==> config.mk <==
export PLATFORM = sky130hd
export DESIGN_NAME = clock_time_setter
export DESIGN_NICKNAME = d
export VERILOG_FILES = /design/src/rtl/clock_time_setter.sv
export SDC_FILE = /design/constraint.sdc
export NUM_CORES = 1
export LEC_CHECK = 0
export CAP_MARGIN = 5
export CORE_MARGIN = 10
export CORE_UTILIZATION = 43
export DETAILED_ROUTE_END_ITERATION = 7
export GPL_TIMING_DRIVEN = 1
export PLACE_DENSITY = 0.72
export SLEW_MARGIN = 30
export SYNTH_ARGS = -nofsm -noshare
export SYNTH_HDL_FRONTEND = slang
export SYNTH_SLANG_ARGS = --single-unit
==> constraint.sdc <==
create_clock -name CLOCK_50 -period 2.85 [get_ports CLOCK_50]
set_input_delay 0.285 -clock CLOCK_50 [delete_from_list [all_inputs] [get_ports CLOCK_50]]
set_output_delay 0.285 -clock CLOCK_50 [all_outputs]
set_load 0.02 [all_outputs]
==> src/rtl/clock_time_setter.sv <==
// Time-setting front end for a BCD wall clock: debounced MODE/INC keys drive an edit FSM
// that captures the running time, lets the user step hours then minutes, and hands the result back.
module clock_time_setter #(
    parameter int unsigned DEBOUNCE_CYCLES = 1000000,
    parameter int unsigned BLINK_CYCLES    = 12500000
) (
    input  logic       CLOCK_50,
    input  logic       RESET_N,
    input  logic       KEY_MODE_N,
    input  logic       KEY_INC_N,
    input  logic [3:0] cur_hour_t,
    input  logic [3:0] cur_hour_u,
    input  logic [3:0] cur_min_t,
    input  logic [3:0] cur_min_u,
    output logic [3:0] set_hour_t,
    output logic [3:0] set_hour_u,
    output logic [3:0] set_min_t,
    output logic [3:0] set_min_u,
    output logic       load_valid,
    input  logic       load_ready,
    output logic       edit_hour,
    output logic       edit_min,
    output logic       blink,
    output logic [1:0] dbg_state_o
);

    // Handshake: the time on set_* transfers on a rising edge with load_valid && load_ready;
    // load_valid stays high and set_* stay frozen until that edge.
    typedef enum logic [1:0] {
        S_IDLE     = 2'd0,
        S_SET_HOUR = 2'd1,
        S_SET_MIN  = 2'd2,
        S_COMMIT   = 2'd3
    } state_t;

    localparam int unsigned DBW = $clog2(DEBOUNCE_CYCLES + 1);
    localparam int unsigned BLW = $clog2(BLINK_CYCLES + 1);
    localparam logic [DBW-1:0] DB_LAST = DBW'(DEBOUNCE_CYCLES - 1);
    localparam logic [BLW-1:0] BL_LAST = BLW'(BLINK_CYCLES - 1);

    // Key index 0 is MODE, index 1 is INC.
    logic [1:0]     sync1_q, sync2_q, db_q, db_d, db_prev_q, press;
    logic [DBW-1:0] db_cnt_q [2];
    logic [DBW-1:0] db_cnt_d [2];

    state_t         state_q, state_d;
    logic [3:0]     ht_q, hu_q, mt_q, mu_q, ht_d, hu_d, mt_d, mu_d;
    logic           blink_q, blink_d;
    logic [BLW-1:0] bl_cnt_q, bl_cnt_d;
    logic           hour_ok, min_ok, edit_d;

    always_ff @(posedge CLOCK_50 or negedge RESET_N) begin
        if (!RESET_N) begin
            sync1_q   <= 2'b11;
            sync2_q   <= 2'b11;
            db_q      <= 2'b11;
            db_prev_q <= 2'b11;
            for (int k = 0; k < 2; k++) db_cnt_q[k] <= '0;
        end else begin
            sync1_q   <= {KEY_INC_N, KEY_MODE_N};
            sync2_q   <= sync1_q;
            db_q      <= db_d;
            db_prev_q <= db_q;
            for (int k = 0; k < 2; k++) db_cnt_q[k] <= db_cnt_d[k];
        end
    end

    always_comb begin
        for (int k = 0; k < 2; k++) begin
            db_d[k]     = db_q[k];
            db_cnt_d[k] = '0;
            if (sync2_q[k] != db_q[k]) begin
                if (db_cnt_q[k] == DB_LAST) db_d[k] = sync2_q[k];
                else                        db_cnt_d[k] = db_cnt_q[k] + DBW'(1);
            end
        end
    end

    assign press = db_prev_q & ~db_q;

    assign hour_ok = ((cur_hour_t < 4'd2) && (cur_hour_u <= 4'd9)) ||
                     ((cur_hour_t == 4'd2) && (cur_hour_u <= 4'd3));
    assign min_ok  = (cur_min_t <= 4'd5) && (cur_min_u <= 4'd9);

    always_ff @(posedge CLOCK_50 or negedge RESET_N) begin
        if (!RESET_N) begin
            state_q  <= S_IDLE;
            ht_q     <= '0;
            hu_q     <= '0;
            mt_q     <= '0;
            mu_q     <= '0;
            blink_q  <= 1'b0;
            bl_cnt_q <= '0;
        end else begin
            state_q  <= state_d;
            ht_q     <= ht_d;
            hu_q     <= hu_d;
            mt_q     <= mt_d;
            mu_q     <= mu_d;
            blink_q  <= blink_d;
            bl_cnt_q <= bl_cnt_d;
        end
    end

    // MODE is tested before INC in each edit state, so a simultaneous INC is dropped.
    always_comb begin
        state_d = state_q;
        ht_d    = ht_q;
        hu_d    = hu_q;
        mt_d    = mt_q;
        mu_d    = mu_q;
        case (state_q)
            S_IDLE: begin
                if (press[0]) begin
                    state_d = S_SET_HOUR;
                    ht_d    = hour_ok ? cur_hour_t : 4'd0;
                    hu_d    = hour_ok ? cur_hour_u : 4'd0;
                    mt_d    = min_ok  ? cur_min_t  : 4'd0;
                    mu_d    = min_ok  ? cur_min_u  : 4'd0;
                end
            end
            S_SET_HOUR: begin
                if (press[0]) begin
                    state_d = S_SET_MIN;
                end else if (press[1]) begin
                    if ((ht_q == 4'd2) && (hu_q == 4'd3)) begin
                        ht_d = 4'd0;
                        hu_d = 4'd0;
                    end else if (hu_q == 4'd9) begin
                        ht_d = ht_q + 4'd1;
                        hu_d = 4'd0;
                    end else begin
                        hu_d = hu_q + 4'd1;
                    end
                end
            end
            S_SET_MIN: begin
                if (press[0]) begin
                    state_d = S_COMMIT;
                end else if (press[1]) begin
                    if ((mt_q == 4'd5) && (mu_q == 4'd9)) begin
                        mt_d = 4'd0;
                        mu_d = 4'd0;
                    end else if (mu_q == 4'd9) begin
                        mt_d = mt_q + 4'd1;
                        mu_d = 4'd0;
                    end else begin
                        mu_d = mu_q + 4'd1;
                    end
                end
            end
            S_COMMIT: begin
                if (load_ready) state_d = S_IDLE;
            end
            default: state_d = S_IDLE;
        endcase
    end

    // Blink restarts high on every entry into an edit field so the new field is visible at once.
    assign edit_d = (state_d == S_SET_HOUR) || (state_d == S_SET_MIN);

    always_comb begin
        blink_d  = 1'b0;
        bl_cnt_d = '0;
        if (edit_d) begin
            if (state_d != state_q) begin
                blink_d = 1'b1;
            end else if (bl_cnt_q == BL_LAST) begin
                blink_d = ~blink_q;
            end else begin
                blink_d  = blink_q;
                bl_cnt_d = bl_cnt_q + BLW'(1);
            end
        end
    end

    assign set_hour_t  = ht_q;
    assign set_hour_u  = hu_q;
    assign set_min_t   = mt_q;
    assign set_min_u   = mu_q;
    assign load_valid  = (state_q == S_COMMIT);
    assign edit_hour   = (state_q == S_SET_HOUR);
    assign edit_min    = (state_q == S_SET_MIN);
    assign blink       = blink_q;
    assign dbg_state_o = state_q;

endmodule

==> results.toml, run 1 <==
[timing]
hold_viol = 0
finalSetupViolations = 0
rsz0062_at_grt = "no"
timing.fmax_mhz = 422
slew_headroom = 0.517
clock-skew-final_ns = 0.00641
finalMaxSlewViolations = 0
fin_tns_setup_ns = 0
tightest_slew_ns = 0.723
holdWs_ns = 0.346
min_period_ns = 2.37
period_share = 0.832

[logic_synthesis]
synth_top_area_cell = "dfrtp_1"
synth_flop_cell = "dfrtp_1"
synth-edff-count = 0
synth-seq-cells = 91
synthArstFlopShare = 1.00
synth_top_area_frac = 0.428
postSynthAreaPerCell_um2 = 9.53
synthesis.instances = 509
ys.warnings.count = 0
ys_top_cells_by_area = "dfrtp_1 43%, xnor2_1 5.2%, nor2_1 4.7%"
syn_nets = 541
netlist_area_um2 = 4850
yosysMostFrequentCell = "dfrtp_1"
synth_common_cells = "83 x dfrtp_1, 61 x nor2_1, 32 x inv_1"
ys_types = 57
synth_seq_area_share = 0.472

[clocking]
clockBufferDepth = 2
cts_setup_buffers = 0
cts_made_buffers = 9
clk_pin_slew_ns = 0.07
cts_tree = "built"
cts_max_level = 3
numClockSinks = 91
clock_latency_ns = 0.34
clock-root-buffer = "clkbuf_16"

[floorplan]
dieArea_um2 = 15900
fp.dieH_um = 126
rows = 38
ios = 43
start_util = 0.443
die_x_um = 126
core_um2 = 10900

[power]
seqPwrFrac = 0.504
pwr_density_cell_nw_per_um2 = 465
p_comb_frac = 0.079
p_int_uw = 2000
ir_worst_vdd_mv = 0.355
p_sw_uw = 664
sw_frac_of_total = 0.249
p_leak_uw = 0.00226
pwr-share-clk = 0.417

[hold_path]
holdPathStages = 1
min_from = "KEY_MODE_N"
hold_path.class = "in -> reg"

[setup_path]
rrSetupSlack_ns = 0.67
r2r-start = "dbg_state_o[0]"
critPathRequiredTime_ns = 2.57
critical_path_class = "reg -> out"
critPathMaxFanout = 14
arrival_ns = 2.09
worstSetupEndpointType = "output port"
cp-startpoint = "dbg_state_o[0]"
reg2regPathDepth = 5
crit_path_start_kind = "register"

[place]
dp_hpwl_mm = 7.41
dp_cells = 681
place.gp.congestion = 0.868
port_buffers = 42

[detailed_routing]
wl_per_cell_um = 14.8
dr.pass1.iters = 4
drt_iter0_markers = 285
wirelength_mm = 10.3
vias = 3906
ant_nets = 0
vias_per_cell = 5.60
post-route-drc-count = 0

[grt]
grt_max_degree = 53
grt_antenna_before_repair = 0
overflow = 0
grt_usage = 0.127
grt_pass1_wl_mm = 17.7
first_global_vias = 3823

[finish]
syn2layout_area_growth_pct = 18.1
drive_above_1_share = 0.0824
finalNetCount = 585
antenna_cells = 0
fin_cells = 698

[flow_run]
max_cap_viol_count = 0

[status]
outcome = "completed"
worst max-delay path, cell delays in order (launching register included):
cell and delay (ns):
dfrtp_1 0.50, nand2b_1 0.34, inv_1 0.26, clkdlybuf4s50_1 0.65
flip-flops by register name, summed over array words and instances, names as in the netlist:
name / flops
set_hour_t: 4
set_min_t: 4
db_prev_q: 2
sync1_q: 2
blink: 1
bl_cnt_q: 24
dbg_state_o: 2
set_hour_u: 4
db_cnt_q: 40
sync2_q: 2
set_min_u: 4
db_q: 2
kinds of logic after synthesis:
group | count (synthesis) | share of synthesized area
and+or+nand+nor | 219 | 0.245
DFF | 91 | 0.472
AOI/OAI and AO/OA | 90 | 0.120
buffers and inverters | 46 | 0.0369
xor gates and xnor gates | 41 | 0.0740
muxes | 11 | 0.0245
adders and majority gates | 11 | 0.0284
repair_timing:
action / CTS / global route
resized for setup: 0 / 0
endpoints found under the hold margin: 36 / 0
hold buffers: 1 / 0
path summary, 6_finish.rpt:
check	end
setup / recovery	edit_min
min in group asynchronous	bl_cnt_q[21]
max in group asynchronous	db_q[1]
setup reg to reg	set_min_u[0]
hold / removal	sync1_q[0]
hold reg to reg	sync2_q[1]
layout by cell type, fill, tap and decap left out, types with 4 or more instances in the layout:
cell / count
a21oi_1: 29
and3_1: 6
buf_4: 4
clkbuf_16: 9
clkdlybuf4s50_1: 41
dfrtp_1: 83
dfstp_2: 8
ha_1: 11
inv_1: 32
mux2_2: 7
mux2i_1: 4
nand2_1: 24
nand2b_1: 7
nand3_1: 30
nand4_1: 12
nand4b_1: 4
nor2_1: 61
nor3_1: 14
nor4_1: 16
o21ai_0: 17
o22ai_1: 5
o31ai_1: 9
or3_1: 11
or4_1: 11
xnor2_1: 29
xor2_1: 12
power groups by stage:
stage | combinational (uW) | clock, uW | sequential, uW
6_report | 211 | 1110 | 1340
4_1_cts | 214 | 1140 | 1340
5_1_grt | 233 | 1180 | 1350
2_1_floorplan | 99.1 | 0 | 1370
3_3_place_gp | 208 | 0 | 1370
3_5_place_dp | 212 | 0 | 1370
layout make-up:
class | count | area (um^2)
repair buffers | 47 | 470
well taps | 140 | 175
inverters | 32 | 120
flip-flops and latches | 91 | 2290
multi-input cells | 372 | 2400
clock inverters | 7 | 52.6
clock buffers | 9 | 225
fillers | 986 | 5210
routing by layer:
layer  GRT usage  up-vias  wire length [um]
li1            -     1938                 -
met1       0.160     1876              4800
met2       0.213       82              5020
met3      0.0294       10               437
met4      0.0348        0                82
met5           0        -                 0
per-stage QoR:
step                      utilization  instance area (um^2)  total power, uW  worst slack (ns)
after global routing            0.524                  5730             2760             0.354
final                           0.524                  5730             2670             0.479
after detailed placement        0.497                  5430             1580             0.632
after CTS                       0.523                  5720             2700             0.483
after global placement          0.497                  5430             1570             0.797
after floorplan                     -                  4850             1470             0.780
Power figures use the tool's default switching activity.
==> run 2, diff against run 1 <==
PLACE_DENSITY = 0.75   (was 0.72)
clock period = 2 ns   (was 2.85 ns; I/O delays follow)
==> run 2 against run 1 <==
Global-route usage increased by 0.74 points. Routed wire length increased by 4.5%. Register-to-register slack got worse by 0.64 ns. Combinational power increased by 52%. Sequential power increased by 43%. Hold slack got worse by 0.081 ns. Clock skew about the same. Final cell count increased by 3.7%. Cell area increased by 4.8%. Flip-flop and latch count unchanged.
==> results.toml, run 2 (same netlist as run 1, synthesis figures left out) <==
[detailed_routing]
post-route-drc-count = 0
drt_iter0_markers = 296
ant_nets = 0
vias = 4073
wirelength_mm = 10.8
dr.pass1.iters = 4
wl_per_cell_um = 14.9
vias_per_cell = 5.63

[power]
p_comb_frac = 0.080
p_leak_uw = 0.00241
p_int_uw = 3120
seqPwrFrac = 0.474
pwr_density_cell_nw_per_um2 = 672
sw_frac_of_total = 0.227
ir_worst_vdd_mv = 0.520
pwr-share-clk = 0.446
p_sw_uw = 917

[setup_path]
arrival_ns = 2.19
r2r-start = "set_hour_t[0]"
critPathTopFamily = "simple AND/OR/NAND/NOR gates"
worst-path-stages = 6
crit_path_start_kind = "register"
rrSetupSlack_ns = 0.03
reg2regPathDepth = 6
critical_path_class = "reg -> reg"
critPathCapture = "set_hour_t[1]"
cpPeakStageDelay_ns = 0.48
worstSetupEndpointType = "register"
cpMaxStageDelayCell = "or4b_4"
cp_cell_sequence = "inv_2, ha_1, or4b_4, o211a_4, nor2_1, mux2_2"
path_buf_inv = 1
cp-startpoint = "set_hour_t[0]"
critPathRequiredTime_ns = 2.22
critPathMaxFanout = 6
r2r-end = "set_hour_t[1]"

[finish]
syn2layout_area_growth_pct = 23.8
reg_top3 = "db_cnt_q (40), bl_cnt_q (24)"
multi_input_area_um2 = 2440
final_cell_mix = "80 x dfrtp_1, 61 x nor2_1, 38 x clkdlybuf4s50_1"
largest_reg_flops = 40
top_register = "db_cnt_q"
fillers = 950
ff_latch_area_um2 = 2290
fin_cells = 724
drive_above_1_share = 0.142
stdcell_area_um2 = 6010
finalNetCount = 611
final_common_cell = "dfrtp_1"
antenna_cells = 0

[grt]
overflow = 0
grt_max_degree = 44
grt_usage = 0.135
grt_antenna_before_repair = 0
first_global_vias = 4147
grt_pass1_wl_mm = 18.8

[place]
port_buffers = 42
dp_cells = 705
dp_hpwl_mm = 7.95
place.gp.congestion = 0.898
dpl_worst_slack_ns = 0.0241
placed_cell_area_um2 = 5620

[flow_run]
max_cap_viol_count = 0

[timing]
hold_viol = 0
slew_headroom = 0.724
period_share = 0.984
clock-skew-final_ns = 0.00616
rsz0062_at_grt = "yes"
layout_setup_ws_ns = 0.0320
finalMaxSlewViolations = 0
finalSetupViolations = 0
min_period_ns = 1.97
holdWs_ns = 0.266
timing.fmax_mhz = 508
fin_tns_setup_ns = 0
tightest_slew_ns = 0.408

[clocking]
clockBufferDepth = 2
cts_tree = "built"
cts_made_buffers = 9
clk_pin_slew_ns = 0.06
numClockSinks = 91
clock_latency_ns = 0.34
cts_max_level = 3
clock-root-buffer = "clkbuf_16"

[floorplan]
dieArea_um2 = 15900
rows = 38
die_x_um = 126
ios = 43
core_um2 = 10900
start_util = 0.443
fp.dieH_um = 126

[hold_path]
hold_path.class = "in -> reg"

[status]
outcome = "completed"
## run 2: worst register-to-register path: cells and delay by family (launching register included)
kind                       cells  cell delay, ns
and+or+nand+nor                2            0.63
DFF                            1            0.41
muxes                          1            0.36
AOI/OAI and AO/OA              1            0.28
adders and majority gates      1            0.14
buffers and inverters          1            0.05
## run 2: per-layer routing
layer | vias to the layer above | track usage | wire length (um)
li1 | 1988 | - | -
met1 | 2004 | 0.162 | 4840
met2 | 72 | 0.235 | 5450
met3 | 9 | 0.0315 | 422
met4 | 0 | 0.0368 | 92
met5 | - | 0 | 0
## run 2: layout make-up
| class | count | area share |
|---|---|---|
| Multi-Input combinational cell | 372 | 0.406 |
| Clock buffer | 11 | 0.0387 |
| Tap cell | 140 | 0.0292 |
| Clock inverter | 5 | 0.0142 |
| Sequential cell | 91 | 0.381 |
| Timing Repair Buffer | 73 | 0.111 |
| Inverter | 32 | 0.0200 |
## run 2: how the worst min path moves through the flow
stage,start,to,slack (ns),cells past startpoint
3_5_place_dp,RESET_N,bl_cnt_q[19],0.15,1
3_3_place_gp,RESET_N,bl_cnt_q[19],0.15,1
4_1_cts,KEY_MODE_N,sync1_q[0],0.26,1
6_report,KEY_MODE_N,sync1_q[0],0.27,1
2_1_floorplan,RESET_N,bl_cnt_q[0],-0.1,0
5_1_grt,KEY_MODE_N,sync1_q[0],0.27,1
## run 2: power by group through the flow
stage               sequential [uW]  combinational (uW)  clock [uW]
floorplan                      1950                 141           0
global placement               1940                 315           0
detailed placement             1950                 323           0
CTS                            1910                 326        1840
global route                   1920                 358        1920
finish                         1910                 321        1800
## run 2: what timing repair did
action | CTS | global route
endpoints found under the hold margin | 24 | 0
setup buffers | 0 | 2
cloned | 0 | 0
pin swaps | 0 | 2
hold buffers | 1 | 0
resized for setup | 3 | 12
setup endpoints to repair | 3 | 9
## run 2: metrics by stage
stage	util	total power (uW)
final	0.549	4030
after global routing	0.549	4200
after CTS	0.543	4080
after detailed placement	0.514	2270
after global placement	0.514	2260
after floorplan	-	2090
